## config.mk

```make
export PLATFORM = sky130hd
export DESIGN_NAME = dac_dither_seq
export DESIGN_NICKNAME = d
export VERILOG_FILES = /design/src/rtl/dac_dither_seq.sv
export SDC_FILE = /design/constraint.sdc
export NUM_CORES = 1
export LEC_CHECK = 0
export CORE_UTILIZATION = 52
export DETAILED_ROUTE_END_ITERATION = 6
export PLACE_DENSITY = 0.86
export SYNTH_ARGS = -nofsm -noshare
export SYNTH_HDL_FRONTEND = slang
export SYNTH_SLANG_ARGS = --single-unit
```

## constraint.sdc

```tcl
create_clock -name ADC_CLK -period 4.01 [get_ports ADC_CLK]
set_clock_uncertainty 0.15 [all_clocks]
set_input_delay 0.802 -clock ADC_CLK [delete_from_list [all_inputs] [get_ports ADC_CLK]]
set_output_delay 0.802 -clock ADC_CLK [all_outputs]
set_load 0.02 [all_outputs]
```

## src/rtl/dac_dither_seq.sv

```systemverilog
// Dither sequencer for the SPGD loop: steps the DAC through base+delta / base-delta pairs,
// holding each step for a settle time before opening an averaging window for the ADC averager.
module dac_dither_seq #(
  parameter int DAC_WIDTH = 14,
  parameter int CNT_WIDTH = 16
) (
  input  logic                 ADC_CLK,
  input  logic                 RESET,
  input  logic                 START,
  input  logic [DAC_WIDTH-1:0] BASE_CODE,
  input  logic [DAC_WIDTH-1:0] DELTA,
  input  logic [CNT_WIDTH-1:0] SETTLE_CYCLES,
  input  logic [CNT_WIDTH-1:0] AVE_CYCLES,
  input  logic [CNT_WIDTH-1:0] NUM_PAIRS,
  output logic [DAC_WIDTH-1:0] DAC_CODE_OUT,
  output logic                 AVE_EN,
  output logic                 AVE_SIGN,
  output logic                 PAIR_DONE,
  output logic                 BUSY,
  output logic                 DONE
);

  typedef enum logic [2:0] {IDLE, SET_P, MEAS_P, SET_N, MEAS_N, FIN} state_t;

  // Two guard bits so that even a full-scale DELTA on a full-scale BASE cannot wrap.
  localparam int SW = DAC_WIDTH + 2;
  localparam logic signed [SW-1:0] MAX_C = {3'b000, {(DAC_WIDTH-1){1'b1}}};
  localparam logic signed [SW-1:0] MIN_C = {3'b111, {(DAC_WIDTH-1){1'b0}}};

  state_t state_q, state_d;

  logic [CNT_WIDTH-1:0] cnt_q, cnt_d, pair_q, pair_d, pair_next;
  logic [CNT_WIDTH-1:0] s_lim_q, s_lim_d, a_lim_q, a_lim_d, npairs_q, npairs_d;
  logic [DAC_WIDTH-1:0] base_q, base_d, p_q, p_d, n_q, n_d, dac_q, dac_d;
  logic                 ave_en_q, ave_en_d, ave_sign_q, ave_sign_d;
  logic                 pair_done_q, pair_done_d, busy_q, busy_d, done_q, done_d;

  logic                 start_acc, cnt_last;
  logic signed [SW-1:0] base_x, delta_x, sum_p, sum_n;
  logic [DAC_WIDTH-1:0] p_code, n_code;

  // START is a single-cycle request, accepted only when the sequencer sits in IDLE;
  // any START seen in another state (including FIN) is dropped without side effects.
  assign start_acc = START && (state_q == IDLE);
  assign pair_next = pair_q + 1'b1;
  assign cnt_last  = ((state_q == SET_P) || (state_q == SET_N)) ? (cnt_q == s_lim_q)
                                                                : (cnt_q == a_lim_q);

  always_comb begin
    base_x = {{2{BASE_CODE[DAC_WIDTH-1]}}, BASE_CODE};
    delta_x = {2'b00, DELTA};
    sum_p = base_x + delta_x;
    sum_n = base_x - delta_x;
    if (sum_p > MAX_C)      p_code = {1'b0, {(DAC_WIDTH-1){1'b1}}};
    else if (sum_p < MIN_C) p_code = {1'b1, {(DAC_WIDTH-1){1'b0}}};
    else                    p_code = sum_p[DAC_WIDTH-1:0];
    if (sum_n > MAX_C)      n_code = {1'b0, {(DAC_WIDTH-1){1'b1}}};
    else if (sum_n < MIN_C) n_code = {1'b1, {(DAC_WIDTH-1){1'b0}}};
    else                    n_code = sum_n[DAC_WIDTH-1:0];
  end

  always_ff @(posedge ADC_CLK) begin
    if (RESET) state_q <= IDLE;
    else       state_q <= state_d;
  end

  always_comb begin
    state_d = state_q;
    case (state_q)
      IDLE:    if (START) state_d = (NUM_PAIRS != '0) ? SET_P : FIN;
      SET_P:   if (cnt_last) state_d = MEAS_P;
      MEAS_P:  if (cnt_last) state_d = SET_N;
      SET_N:   if (cnt_last) state_d = MEAS_N;
      MEAS_N:  if (cnt_last) state_d = (pair_next == npairs_q) ? FIN : SET_P;
      FIN:     state_d = IDLE;
      default: state_d = IDLE;
    endcase
  end

  always_comb begin
    cnt_d = cnt_q + 1'b1;
    if ((state_d != state_q) || (state_q == IDLE) || (state_q == FIN)) cnt_d = '0;

    pair_d   = pair_q;
    base_d   = base_q;
    p_d      = p_q;
    n_d      = n_q;
    s_lim_d  = s_lim_q;
    a_lim_d  = a_lim_q;
    npairs_d = npairs_q;
    if (start_acc) begin
      pair_d   = '0;
      base_d   = BASE_CODE;
      p_d      = p_code;
      n_d      = n_code;
      s_lim_d  = (SETTLE_CYCLES == '0) ? '0 : SETTLE_CYCLES - 1'b1;
      a_lim_d  = (AVE_CYCLES == '0) ? '0 : AVE_CYCLES - 1'b1;
      npairs_d = NUM_PAIRS;
    end else if ((state_q == MEAS_N) && cnt_last) begin
      pair_d = pair_next;
    end

    // The DAC code moves only on state entry; IDLE tracks the live base code.
    dac_d = dac_q;
    if (state_q == IDLE)                             dac_d = (state_d == SET_P) ? p_code : BASE_CODE;
    else if (state_q == FIN)                         dac_d = base_q;
    else if ((state_d == SET_P) && (state_q != SET_P)) dac_d = p_q;
    else if ((state_d == SET_N) && (state_q != SET_N)) dac_d = n_q;

    ave_en_d    = (state_d == MEAS_P) || (state_d == MEAS_N);
    ave_sign_d  = (state_d == MEAS_N);
    busy_d      = (state_d == SET_P) || (state_d == MEAS_P) || (state_d == SET_N) || (state_d == MEAS_N);
    done_d      = (state_d == FIN);
    pair_done_d = (state_q == MEAS_N) && (state_d != MEAS_N);
  end

  always_ff @(posedge ADC_CLK) begin
    if (RESET) begin
      cnt_q       <= '0;
      pair_q      <= '0;
      base_q      <= '0;
      p_q         <= '0;
      n_q         <= '0;
      s_lim_q     <= '0;
      a_lim_q     <= '0;
      npairs_q    <= '0;
      dac_q       <= '0;
      ave_en_q    <= 1'b0;
      ave_sign_q  <= 1'b0;
      pair_done_q <= 1'b0;
      busy_q      <= 1'b0;
      done_q      <= 1'b0;
    end else begin
      cnt_q       <= cnt_d;
      pair_q      <= pair_d;
      base_q      <= base_d;
      p_q         <= p_d;
      n_q         <= n_d;
      s_lim_q     <= s_lim_d;
      a_lim_q     <= a_lim_d;
      npairs_q    <= npairs_d;
      dac_q       <= dac_d;
      ave_en_q    <= ave_en_d;
      ave_sign_q  <= ave_sign_d;
      pair_done_q <= pair_done_d;
      busy_q      <= busy_d;
      done_q      <= done_d;
    end
  end

  assign DAC_CODE_OUT = dac_q;
  assign AVE_EN       = ave_en_q;
  assign AVE_SIGN     = ave_sign_q;
  assign PAIR_DONE    = pair_done_q;
  assign BUSY         = busy_q;
  assign DONE         = done_q;

endmodule

```

# --- Yosys cells after proc, flatten, opt, wreduce, memory -nomap -nowiden ---
# Cells that the tools add are included.
# W data, S select, Z words.
totals:
  ff_bits: 144
  inputBits: 79
  output_inout_bits: 19
  word_cells: 81
op_classes:
  add_sub_neg: 6
  magnitude_cmp: 4
  eq_ne: 17
  mux: 20
  n_reduce_logical: 19
op_table:
  columns: ["operator", "count"]
  rows:
  - ["$mux W14", 9]
  - ["$eq A16 B16 Y1", 3]
  - ["$add A16 B1 Y16 const B", 2]
  - ["$gt A16 B14 Y1 const B", 2]
  - ["$logic_not A16 Y1", 2]
  - ["$lt A16 B14 Y1 const B", 2]
  - ["$mux W16", 2]
  - ["$sub A16 B1 Y16 const B", 2]
  - ["$mux W3", 7]
  - ["$add A14 B15 Y16", 1]
  - ["$reduce_bool A16 Y1", 1]
  - ["$sub A14 B15 Y16", 1]
  - ["$pmux W3 S5", 1]
  - ["$eq A3 B2 Y1 const B", 4]
  - ["$eq A3 B3 Y1 const B", 4]
  - ["$logic_or A1 B1 Y1", 7]
  - ["$eq A3 B1 Y1 const B", 2]
  - ["$logic_and A1 B1 Y1", 5]
  - ["$reduce_bool A4 Y1", 1]
  - ["$reduce_or A2 Y1", 2]
  - ["$logic_not A3 Y1", 1]
  - ["$ne A3 B1 Y1 const B", 1]
  - ["$ne A3 B2 Y1 const B", 1]
  - ["$ne A3 B3 Y1", 1]
  - ["2 further kinds", 2]

# --- Longest topological paths before layout ---
# Gate-level depths: netlist of the first run.
depth:
  ltp_word: 11
  depth_mapped: 15
  mapped_depth_nobuf: 14

# --- Worst setup path after synthesis of the first run ---
# No wires, ideal clock.
synth_timing:
  path_type: "in2reg"
  startpoint: "input port BASE_CODE[0]"
  endpoint: "register p_q[0]"
  setup_ps: 128
  arrival_time_ps: 3709
  required_ps: 3732
  slack_ps: 23
  path_stages: 14
  n_path_buf: 1
  cell_sequence: "ha_1 inv_1 fa_1 o21bai_1 a2111oi_1 and4bb_2 or3_1 o311ai_1 nor3_1 nor4_2 buf_4 nand2_1 a22oi_1 nor2_1"
synth_between:
  elab_chain_cells: 4
  word_cells_on_any_way: 5
  classes_between: "1 x add/sub; 2 x order compare; 2 x mux"
synth_lines:
  columns: ["item", "line_no", "text"]
  rows:
  - ["from (decl)", "10", "input logic [DAC_WIDTH-1:0] BASE_CODE,"]
  - ["$add A14 B15 Y16 (*)", "52", "sum_p = base_x + delta_x;"]
  - ["$lt A16 B14 Y1", "55", "else if (sum_p < MIN_C) p_code = {1'b1, {(DAC_WIDTH-1){1'b0}}};"]
  - ["$mux W14", "55", null]
  - ["$mux W14 (*)", "54", "if (sum_p > MAX_C) p_code = {1'b0, {(DAC_WIDTH-1){1'b1}}};"]
  - ["to (signal assigned)", "137", "p_q <= p_d;"]
  - ["to (decl)", "34", "logic [DAC_WIDTH-1:0] base_q, base_d, p_q, p_d, n_q, n_d, dac_q, dac_d;"]
# Every way passes the cells marked *; elsewhere a longest branch is shown, timed or not.
# A chain may end at the register's enable or synchronous reset.

# --- Worst setup path in the final report of the first run ---
layout_timing:
  startpoint: "input port DELTA[0]"
  endpoint: "register dac_q[0] (netlist: DAC_CODE_OUT[0])"
layout_between:
  elab_chain_cells: 6
  word_cells_on_any_way: 7
  classes_between: "1 x add/sub; 2 x order compare; 4 x mux"
layout_lines:
  columns: ["item", "line_no", "text"]
  rows:
  - ["from (decl)", "11", "input logic [DAC_WIDTH-1:0] DELTA,"]
  - ["$add A14 B15 Y16 (*)", "52", null]
  - ["$lt A16 B14 Y1", "55", null]
  - ["$mux W14", "55", null]
  - ["$mux W14 (*)", "54", null]
  - ["$mux W14 (*) (2 in series)", "105", "if (state_q == IDLE) dac_d = (state_d == SET_P) ? p_code : BASE_CODE;"]
  - ["to (signal assigned)", "127", "dac_q <= '0;"]
  - ["to (signal assigned)", "142", "dac_q <= dac_d;"]
  - ["to (decl)", "34", null]
# Marks and branches as above.

==> summary.txt, run 1 <==
Outcome
  – Status: complete, no violations

Synth
  – Async SR Flop Fraction: 0%
  – Main synth FF type: dfxtp_1
  – Top cells by area, synth: dfxtp_1 32%, xnor2_1 6.9%, nand2_1 5.9%
  – Post-synthesis instance total: 1155
  – Top-area cell type share of the netlist area: 32.26%
  – Post-Syn Area: 0.008937 sq mm
  – Sequential area share after synthesis: 32.26%
  – Cell taking the most area after synthesis: dfxtp_1
  – Synth cell types: 80
  – Post-synth EDFFs: 0
  – Synth warn: 0
  – Syn avg cell area: 7.738 sq um
  – Synth Net Count: 1269
  – Yosys reg bits: 144

Clock network
  – CTS sink count: 144
  – Clock latency at the later pin of the worst-skew pair: 0.43 ns
  – Clock tree buffer depth: 2
  – Clk pin slew, worst setup/hold paths: 0.06 ns
  – H-tree lvl count: 4
  – Cts bufs inserted: 17
  – Clk root buf: clkbuf_16
  – CTS tree: yes

Finish
  – Syn-to-layout area delta: 28.80%
  – Share of cells above drive strength 1: 15.41%
  – Post-Layout Inst Area: 0.01151 sq mm
  – N_diodes: 0
  – Seq. cell area: 0.002883 sq mm
  – Multi-input gate area: 0.005767 sq mm
  – Non-filler cells, final: 1544
  – Filler cells: 1324
  – Nets: 1425

Setup path
  – R2R depth: 11
  – Crit path required time: 4.21 ns
  – WP data arrival: 4.11 ns
  – Reg-to-reg slack, setup: 0.19 ns
  – CP max-delay cell: or4_4
  – Worst R2R Start: state_q[0]
  – Most used cell, CP: buf_4
  – CP Max Fanout: 6
  – Critical path buffers and inverters: 5
  – Worst path cell trace: buf_8 > ha_4 > inv_4 > fa_2 > o21bai_4 > a2111oi_4 > buf_4 > and4bb_2 > or3_4 > or4_4 > a211oi_2 > nor4_2 > buf_4 > buf_2 > nand2_2 > nand2_1 > a311oi_2
  – Crit path launch type: input pin
  – Reg-to-Reg End: DAC_CODE_OUT[10]
  – Family with the most delay on the worst path: simple AND/OR/NAND/NOR gates
  – Critical path endpoint category: flop
  – Worst stage delay on the critical path: 0.49 ns
  – CP Class: input pin to flop

Global routing
  – Largest net degree at the start of global routing: 47
  – Vias in the first global route: 8917
  – First-pass GRT wire length: 42.44 mm
  – GRT Resource Usage Total: 29.90%
  – Aggregate global routing overflow: 0
  – Initial antenna violation count: 0

Floorplanning
  – Die W: 133.1 um
  – DIE AREA: 0.01772 sq mm
  – # IOs: 98
  – Die Height: 133.1 um
  – Starting Density: 53.51%
  – Std-Cell Core Area: 0.01670 sq mm
  – Rows: 47

Power
  – Psw: 1.426 mW
  – Pwr Density: 387.7 mW/mm^2
  – Power consumption: 4.463 mW
  – Maximum VDD drop: 284.8 uV
  – Internal power: 3.037 mW
  – P_leak: 4.414 nW
  – Comb power frac: 28.1%
  – Flop pwr share: 37.3%
  – Power share of the clock group: 34.6%
  – Sw Ratio: 31.95%

Route
  – DRT antenna net count: 0
  – DR WL/cell: 16.98 um
  – Post-route DRC: 0
  – Via Count: 9256
  – First-pass DRT Iterations: 7
  – Via density: 5.995
  – Initial DRC Count: 940
  – Total wire length: 26.22 mm

Placement
  – Hpwl dp: 18.88 mm
  – Routability Congestion: 0.9028
  – DP Area: 0.01064 sq mm
  – # port buffers: 97
  – Post-Place Cells: 1502

Timing
  – Final slew viol count: 0
  – Max-slew headroom at the worst pin: 55.23%
  – RSZ-0062 raised after global routing: yes
  – Period utilisation layout: 97.61%
  – Worst slew pin tran: 0.6715 ns
  – Final setup viols: 0
  – Max Clk Rate: 255.5 MHz
  – Setup_tns: 0 ns
  – Hold Fails Final Rpt: 0
  – Final min period: 3.914 ns

Min path
  – Origin of the worst min-delay path: base_q[4]
  – Min-Delay Path Class: flop to flop
  – Hold Path Sink: base_q[4]
  – Hold path depth: 2

Job
  – Max cap viols: 0
## cell type report
class	instances	share of cell area (%)
clock buffers	19	3.761
clock inverters	13	1.207
inverters	63	2.076
multi-input cells	883	50.10
flip-flops and latches	144	25.04
well taps	220	2.391
repair buffers	202	15.42
## cell usage in the layout, fill, tap and decap left out, types with 7 or more instances in the layout
cell | Yosys | layout
nand3_1 | 31 | 30
clkbuf_16 | 0 | 17
nand4_1 | 9 | 9
dlymetal6s2s_1 | 0 | 7
a211oi_1 | 24 | 23
a21oi_1 | 62 | 61
nor3b_1 | 9 | 8
nor4_1 | 16 | 14
o22ai_1 | 15 | 15
o211ai_1 | 16 | 16
nand2_1 | 141 | 140
o221ai_1 | 10 | 10
xnor2_1 | 70 | 70
nand2b_1 | 16 | 16
nor3_1 | 47 | 45
or3_1 | 13 | 11
clkdlybuf4s50_1 | 0 | 83
xor2_1 | 35 | 35
a311oi_1 | 16 | 14
a31oi_1 | 8 | 7
inv_1 | 62 | 56
buf_4 | 1 | 102
nor2b_1 | 15 | 13
dfxtp_1 | 144 | 144
nor2_1 | 132 | 131
a222oi_1 | 7 | 7
ha_1 | 33 | 26
o21ai_0 | 52 | 49
## flip-flops by register name, summed over array words and instances (netlist names)
register,count
AVE_EN,1
AVE_SIGN,1
BUSY,1
DAC_CODE_OUT,14
DONE,1
PAIR_DONE,1
a_lim_q,16
base_q,14
cnt_q,16
n_q,14
npairs_q,16
p_q,14
pair_q,16
s_lim_q,16
state_q,3
## logic make-up after synthesis
family,share of synthesized area [%]
flops,32.26
compound gates,20.59
simple gates,25.21
fa+ha+maj,5.068
mux,0.8539
xor+xnor,10.29
buf+inv,5.726
## repair_timing
action / CTS / global route
endpoints found under the setup margin: 26 / 26
cloned: 1 / 0
hold buffers: 0 / 0
buffers inserted: 6 / 3
resized for setup: 32 / 47
pin swaps: 10 / 15
## worst max-delay path by stage
| stage | from | to | cells after the start |
|---|---|---|---|
| 2_1_floorplan | BASE_CODE[0] | p_q[0] | 14 |
| 3_3_place_gp | BASE_CODE[0] | DAC_CODE_OUT[6] | 16 |
| 3_5_place_dp | BASE_CODE[0] | DAC_CODE_OUT[6] | 16 |
| 4_1_cts | DELTA[4] | DAC_CODE_OUT[6] | 15 |
| 5_1_grt | BASE_CODE[0] | DAC_CODE_OUT[6] | 16 |
| 6_report | DELTA[0] | DAC_CODE_OUT[0] | 17 |
## layer usage
layer / global-route usage [%] / wire length, um
met1: 36.34 / 10660
met2: 51.08 / 12670
met3: 5.441 / 1982
met4: 14.27 / 903
met5: 0 / 0
## power by group through the flow
stage | clock network, mW | registers, mW | logic [mW]
after floorplan | 0 | 1.68 | 0.692
after global placement | 0 | 1.68 | 1.13
after detailed placement | 0 | 1.69 | 1.16
after CTS | 1.54 | 1.66 | 1.21
after global routing | 1.60 | 1.67 | 1.35
final | 1.54 | 1.66 | 1.26
## worst min-delay path, delay by kind of cell (launching register included)
family,cells,cell delay [ns]
flops,1,0.31
simple gates,1,0.05
compound gates,1,0.05
## synth_stat cells, drive strengths merged, types with 3 or more instances
cell type  count
xor2          35
o21bai         6
xnor2         70
nand2b        16
ha            33
or2            4
nor3b          9
o21ai         54
nand3         31
and4           3
a221oi         3
and3           6
a32o           3
nand2        141
a211oi        24
a31oi          8
inv           62
a222oi         7
nor2         133
nor4b          5
a21o           4
o22ai         16
a311oi        16
nor2b         15
buf           17
a22oi          5
or3           13
o31ai          4
mux2i          5
a2111oi        4
o211ai        16
clkbuf        48
or4            8
o221ai        11
nand4         10
dfxtp        144
nor4          18
and2           6
nor3          47
a21oi         62
## through the flow
step           hold slack, ns  worst slack (ns)  utilization (%)
2_1_floorplan          0.2829           0.02314                -
3_3_place_gp           0.2913           -0.6453            63.72
3_5_place_dp           0.2961           -0.7946            63.72
4_1_cts                0.3034          0.001821            68.11
5_1_grt                0.3276          -0.04041            68.92
6_report               0.3063           0.09566            68.92
No activity file was read; power rests on OpenSTA's default activity.
==> run 2: changes to the inputs <==
CORE_UTILIZATION = 30   (was 52)
PLACE_DENSITY = 0.59   (was 0.86)
REMOVE_ABC_BUFFERS = 1   (was default)
TNS_END_PERCENT = 5   (was default)
==> run 2 against run 1 <==
Register-to-register slack improved by 0.05 ns. Highest routed layer unchanged. Design area rose by 2.8%. Cell count rose by 11%. Clock power rose by 4%.
==> summary.txt, run 2 (synthesized netlist as in run 1, its figures left out) <==
Outcome
  – Status: complete, no violations

Timing
  – Max-slew headroom at the worst pin: 31.73% (-24 points)
  – Max Clk Rate: 254.4 MHz (-0.41%)
  – RSZ-0062 raised after global routing: yes
  – Final slew viol count: 0 (unchanged)
  – Final min period: 3.930 ns (+0.01611 ns)
  – Period utilisation layout: 98.02% (+0.40 points)
  – Hold Fails Final Rpt: 0 (unchanged)
  – Final setup viols: 0 (unchanged)
  – Worst slew pin tran: 1.024 ns (+0.3525 ns)
  – Setup_tns: 0 ns (unchanged)

Global routing
  – Aggregate global routing overflow: 0 (unchanged)
  – Initial antenna violation count: 0 (unchanged)
  – Largest net degree at the start of global routing: 66 (+40%)
  – GRT Resource Usage Total: 18.14% (-12 points)
  – Vias in the first global route: 8549 (-4.1%)
  – First-pass GRT wire length: 44.24 mm (+4.2%)

Clock network
  – Clk pin slew, worst setup/hold paths: 0.07 ns (about the same)
  – H-tree lvl count: 4 (unchanged)
  – Clock latency at the later pin of the worst-skew pair: 0.44 ns (about the same)
  – Hold Buf Count CTS: 0 (unchanged)
  – Clock tree buffer depth: 2 (unchanged)
  – CTS sink count: 144 (unchanged)
  – Clk root buf: clkbuf_16
  – Cts bufs inserted: 17 (unchanged)
  – CTS tree: yes

Floorplanning
  – Starting Density: 30.80% (-23 points)
  – Rows: 62 (+32%)
  – Die Height: 174.6 um (+31%)
  – Std-Cell Core Area: 0.02901 sq mm (+74%)
  – DIE AREA: 0.03049 sq mm (+72%)
  – Die W: 174.6 um (+31%)
  – # IOs: 98 (unchanged)

Setup path
  – Critical path endpoint category: flop
  – Reg-to-reg slack, setup: 0.24 ns (+0.05 ns)
  – Crit path launch type: input pin
  – Critical path buffers and inverters: 4 (-1)
  – CP Launch Point: BASE_CODE[0]
  – Stages on worst setup path: 16 (-1)
  – Worst path cell trace: buf_6 > ha_4 > inv_2 > fa_2 > o21bai_4 > a2111oi_4 > buf_4 > and4bb_2 > or3_4 > or4_4 > a211oi_4 > nor4_4 > buf_4 > o211ai_1 > o211ai_1 > a311oi_1
  – Worst stage delay on the critical path: 0.55 ns (+0.06 ns)
  – R2R depth: 9 (-2)
  – Family with the most delay on the worst path: simple AND/OR/NAND/NOR gates
  – CP max-delay cell: or4_4
  – End of the critical path: DAC_CODE_OUT[5]
  – Reg-to-Reg End: DAC_CODE_OUT[3]
  – Worst R2R Start: a_lim_q[1]
  – CP Max Fanout: 5 (-1)
  – Crit path required time: 4.21 ns (about the same)
  – WP data arrival: 4.13 ns (+0.02 ns)
  – CP Class: input pin to flop

Route
  – Initial DRC Count: 759 (-19%)
  – Via density: 5.181 (-14%)
  – DR WL/cell: 16.12 um (-5.1%)
  – DRT antenna net count: 0 (unchanged)
  – Total wire length: 27.67 mm (+5.5%)
  – Post-route DRC: 0 (unchanged)
  – First-pass DRT Iterations: 5 (-2)
  – Via Count: 8896 (-3.9%)

Finish
  – Most frequent cells in the layout: 144 x dfxtp_1, 140 x nand2_1, 129 x nor2_1
  – Syn-to-layout area delta: 32.35%
  – Commonest non-fill, non-tap cell in the layout: dfxtp_1
  – Share of cells above drive strength 1: 16.05% (+0.65 points)
  – N_diodes: 0 (unchanged)
  – Nets: 1434 (+0.63%)

Placement
  – # port buffers: 97 (unchanged)
  – Hpwl dp: 20.17 mm (+6.8%)
  – Routability Congestion: 0.9106 (+0.86%)

Job
  – Max cap viols: 0 (unchanged)

Power
  – Power consumption: 4.542 mW (+1.8%)
  – Pwr Density: 383.9 mW/mm^2 (-0.97%)
  – P_leak: 4.445 nW (+0.70%)
  – Maximum VDD drop: 319.5 uV (+12%)

Min path
  – Origin of the worst min-delay path: base_q[13]
  – Min-Delay Path Class: flop to flop
-- run 2: area by class of cell --
cell class / instances / area [sq um]
Sequential cell: 144 / 2883
Fill cell: 2921 / 17180
Tap cell: 384 / 480.5
Clock inverter: 15 / 167.7
Multi-Input combinational cell: 884 / 5787
Clock buffer: 17 / 425.4
Inverter: 63 / 236.5
Timing Repair Buffer: 210 / 1849
-- run 2: worst min-delay path by stage --
stage,endpoint,slack (ns),cells past startpoint
after global routing,base_q[1],0.32,2
after floorplan,base_q[13],0.28,2
after CTS,base_q[6],0.31,2
after detailed placement,base_q[3],0.30,2
final,base_q[13],0.30,2
after global placement,base_q[11],0.29,2
-- run 2: where the power goes --
part | switching (mW) | internal [mW] | total, mW
sequential | 0.0943 | 1.55 | 1.65
combinational | 0.712 | 0.586 | 1.30
clock | 0.757 | 0.840 | 1.60
total | 1.56 | 2.98 | 4.54
-- run 2: per-stage QoR --
stage               cell area [sq um]  cells  hold slack (ns)  setup slack [ns]  utilization (%)
floorplan                        8662   1090           0.2768           -0.7945                -
global placement                10910   1673           0.2917           -0.7757            37.61
detailed placement              10910   1673           0.2971           -0.8070            37.61
CTS                             11660   1709           0.3060          0.005487            40.18
global route                    11830   1717           0.3244          -0.08032            40.77
finish                          11830   1717           0.3044           0.07955            40.77
-- run 2: worst reg2reg max path, delay by kind of cell, from the launching register on --
kind               cells  cell delay, ns
DFF                    1            0.33
AOI/OAI and AO/OA      6            2.17
and+or+nand+nor        3            1.02
-- run 2: repair_timing --
action / CTS / global route
pin swaps: 11 / 20
endpoints found under the setup margin: 26 / 27
resized for setup: 40 / 46
setup buffers: 3 / 7
cloned: 1 / 2
-- run 2: per-layer routing --
metal	global-route usage, %	part of all wire, %	vias up	wire length (um)
met5	0	0	-	0
met4	6.196	1.9	0	535
met3	2.829	4.7	37	1287
met2	29.48	46	236	12690
met1	24.37	48	4204	13160
li1	-	-	4419	-
==> run 3: changes to the inputs <==
CTS_BUF_LIST = sky130_fd_sc_hd__clkbuf_4   (was default)
==> run 3 against run 2 <==
Clock power decreased by 40%. Register-to-register slack worse by 0.08 ns. Clock-buffer cell count is the same. Sequential power about the same. Critical path depth did not move. Die area stayed put. Design area shrank 4.1%. Largest cell class unchanged.
==> summary.txt, run 3 (synthesized netlist as in run 1, its figures left out) <==
Outcome
  – Status: complete, no violations

Finish
  – Nets: 1424 (-0.70%)
  – Seq. cell area: 0.002884 sq mm (about the same)
  – Non-filler cells, final: 1708 (-0.52%)
  – Final Util: 39.12% (-1.7 points)
  – Share of cells above drive strength 1: 13.98% (-2.1 points)
  – Commonest non-fill, non-tap cell in the layout: dfxtp_1
  – Most frequent cells in the layout: 143 x dfxtp_1, 140 x nand2_1, 131 x nor2_1
  – Syn-to-layout area delta: 26.98%
  – Post-Layout Inst Area: 0.01135 sq mm (-4.1%)
  – Multi-input gate area: 0.005657 sq mm (-2.2%)
  – Filler cells: 2982 (+2.1%)

Setup path
  – WP data arrival: 4.26 ns (+0.13 ns)
  – CP Max Fanout: 4 (-1)
  – Critical path endpoint category: flop
  – Reg-to-Reg End: DAC_CODE_OUT[3]
  – Most used cell, CP: buf_4
  – Worst path cell trace: clkdlybuf4s50_1 > inv_1 > ha_1 > nor2_4 > a2111oi_4 > buf_4 > and4bb_2 > or3_4 > or4_4 > a211oi_2 > nor4_2 > buf_4 > buf_4 > o211ai_1 > o211ai_1 > a311oi_1
  – Crit path launch type: input pin
  – R2R depth: 11 (+2)
  – Family with the most delay on the worst path: simple AND/OR/NAND/NOR gates
  – CP Launch Point: DELTA[3]
  – Crit path required time: 4.35 ns (+0.14 ns)
  – CP Class: input pin to flop
  – Reg-to-reg slack, setup: 0.16 ns (-0.08 ns)
  – CP max-delay cell: clkdlybuf4s50_1
  – Worst R2R Start: pair_q[1]
  – Critical path buffers and inverters: 5 (+1)
  – Worst stage delay on the critical path: 0.48 ns (-0.07 ns)

Global routing
  – First-pass GRT wire length: 43.58 mm (-1.5%)
  – Largest net degree at the start of global routing: 66 (unchanged)
  – Vias in the first global route: 8468 (-0.95%)
  – Initial antenna violation count: 1 (+1)
  – GRT Resource Usage Total: 17.83% (-0.31 points)
  – Aggregate global routing overflow: 0 (unchanged)

Floorplanning
  – Starting Density: 30.80% (unchanged)
  – Die W: 174.6 um (unchanged)
  – Die Height: 174.6 um (unchanged)
  – # IOs: 98 (unchanged)
  – DIE AREA: 0.03049 sq mm (unchanged)
  – Rows: 62 (unchanged)
  – Std-Cell Core Area: 0.02901 sq mm (unchanged)

Min path
  – Min-Delay Path Class: flop to flop
  – Hold path depth: 2 (unchanged)
  – Hold Path Sink: base_q[13]
  – Origin of the worst min-delay path: base_q[13]

Timing
  – Worst hold margin: 0.3137 ns (+0.009353 ns)
  – Setup_tns: 0 ns (unchanged)
  – Max-slew headroom at the worst pin: 30.03% (-1.7 points)
  – Period utilisation layout: 97.74% (-0.27 points)
  – Hold Fails Final Rpt: 0 (unchanged)
  – Setup WS post-layout: 0.09056 ns (+0.01101 ns)
  – Final min period: 3.919 ns (-0.01101 ns)
  – RSZ-0062 raised after global routing: yes
  – Max Clk Rate: 255.1 MHz (+0.28%)
  – Final setup viols: 0 (unchanged)
  – Final slew viol count: 0 (unchanged)
  – Worst slew pin tran: 1.050 ns (+0.02558 ns)

Clock network
  – CTS sink count: 144 (unchanged)
  – Hold Buf Count CTS: 0 (unchanged)
  – Clk pin slew, worst setup/hold paths: 0.16 ns (+0.09 ns)
  – Clock tree buffer depth: 2 (unchanged)
  – Clk root buf: clkbuf_4
  – Clock latency at the later pin of the worst-skew pair: 0.59 ns (+0.15 ns)
  – H-tree lvl count: 4 (unchanged)
  – CTS tree: yes
  – Cts bufs inserted: 17 (unchanged)

Route
  – Via Count: 8815 (-0.91%)
  – DRT antenna net count: 0 (unchanged)
  – Total wire length: 26.90 mm (-2.8%)
  – Initial DRC Count: 714 (-5.9%)
  – Post-route DRC: 0 (unchanged)
  – First-pass DRT Iterations: 7 (+2)
  – DR WL/cell: 15.75 um (-2.3%)
  – Via density: 5.161 (-0.39%)

Placement
  – Post-Place Cells: 1673 (unchanged)
  – Routability Congestion: 0.9106 (unchanged)
  – # port buffers: 97 (unchanged)
  – Hpwl dp: 20.17 mm (unchanged)
  – DP Area: 0.01091 sq mm (unchanged)
  – Dpl ws: -0.8070 ns (unchanged)

Power
  – Pwr Density: 339.4 mW/mm^2 (-12%)
  – Power consumption: 3.852 mW (-15%)
  – P_leak: 4.278 nW (-3.7%)
  – Maximum VDD drop: 210.3 uV (-34%)

Job
  – Max cap viols: 0 (unchanged)
-- run 3: repair_timing --
| action | 4_1_cts | 5_1_grt |
|---|---|---|
| endpoints found under the setup margin | 21 | 27 |
| gates resized for setup | 3 | 31 |
| buffers inserted | 0 | 2 |
| pin swaps | 3 | 10 |
-- run 3: routing by layer --
layer	track usage, %	vias up	part of all wire, %
met5	0	-	0
met4	6.123	0	2.1
met3	3.198	37	5.1
met2	28.69	232	45
met1	23.91	4137	48
li1	-	4409	-
-- run 3: worst max path at each step --
stage / cells past startpoint / to
2_1_floorplan: 9 / DAC_CODE_OUT[10]
3_3_place_gp: 17 / p_q[12]
3_5_place_dp: 16 / DAC_CODE_OUT[5]
4_1_cts: 16 / DAC_CODE_OUT[7]
5_1_grt: 16 / DAC_CODE_OUT[6]
6_report: 16 / DAC_CODE_OUT[9]
-- run 3: area by class of cell --
type	instances	share of cell area, %
Multi-Input combinational cell	883	49.85
Inverter	63	2.084
Clock inverter	15	1.477
Timing Repair Buffer	201	15.80
Tap cell	384	4.234
Antenna cell	1	0.02205
Clock buffer	17	1.125
Sequential cell	144	25.41
-- run 3: worst reg2reg max path: cells and delay by family (launching register included) --
family / cells / cell delay, ns
AOI/OAI and AO/OA: 6 / 1.49
and+or+nand+nor: 3 / 1.03
DFF: 1 / 0.48
adders and majority gates: 1 / 0.31
buffers and inverters: 1 / 0.25
-- run 3: power breakdown --
group	internal (mW)	leakage [nW]	total [mW]	switching, mW
Combinational	0.560	2.94	1.24	0.683
Clock	0.293	0.158	0.961	0.668
Sequential	1.55	1.18	1.65	0.0941
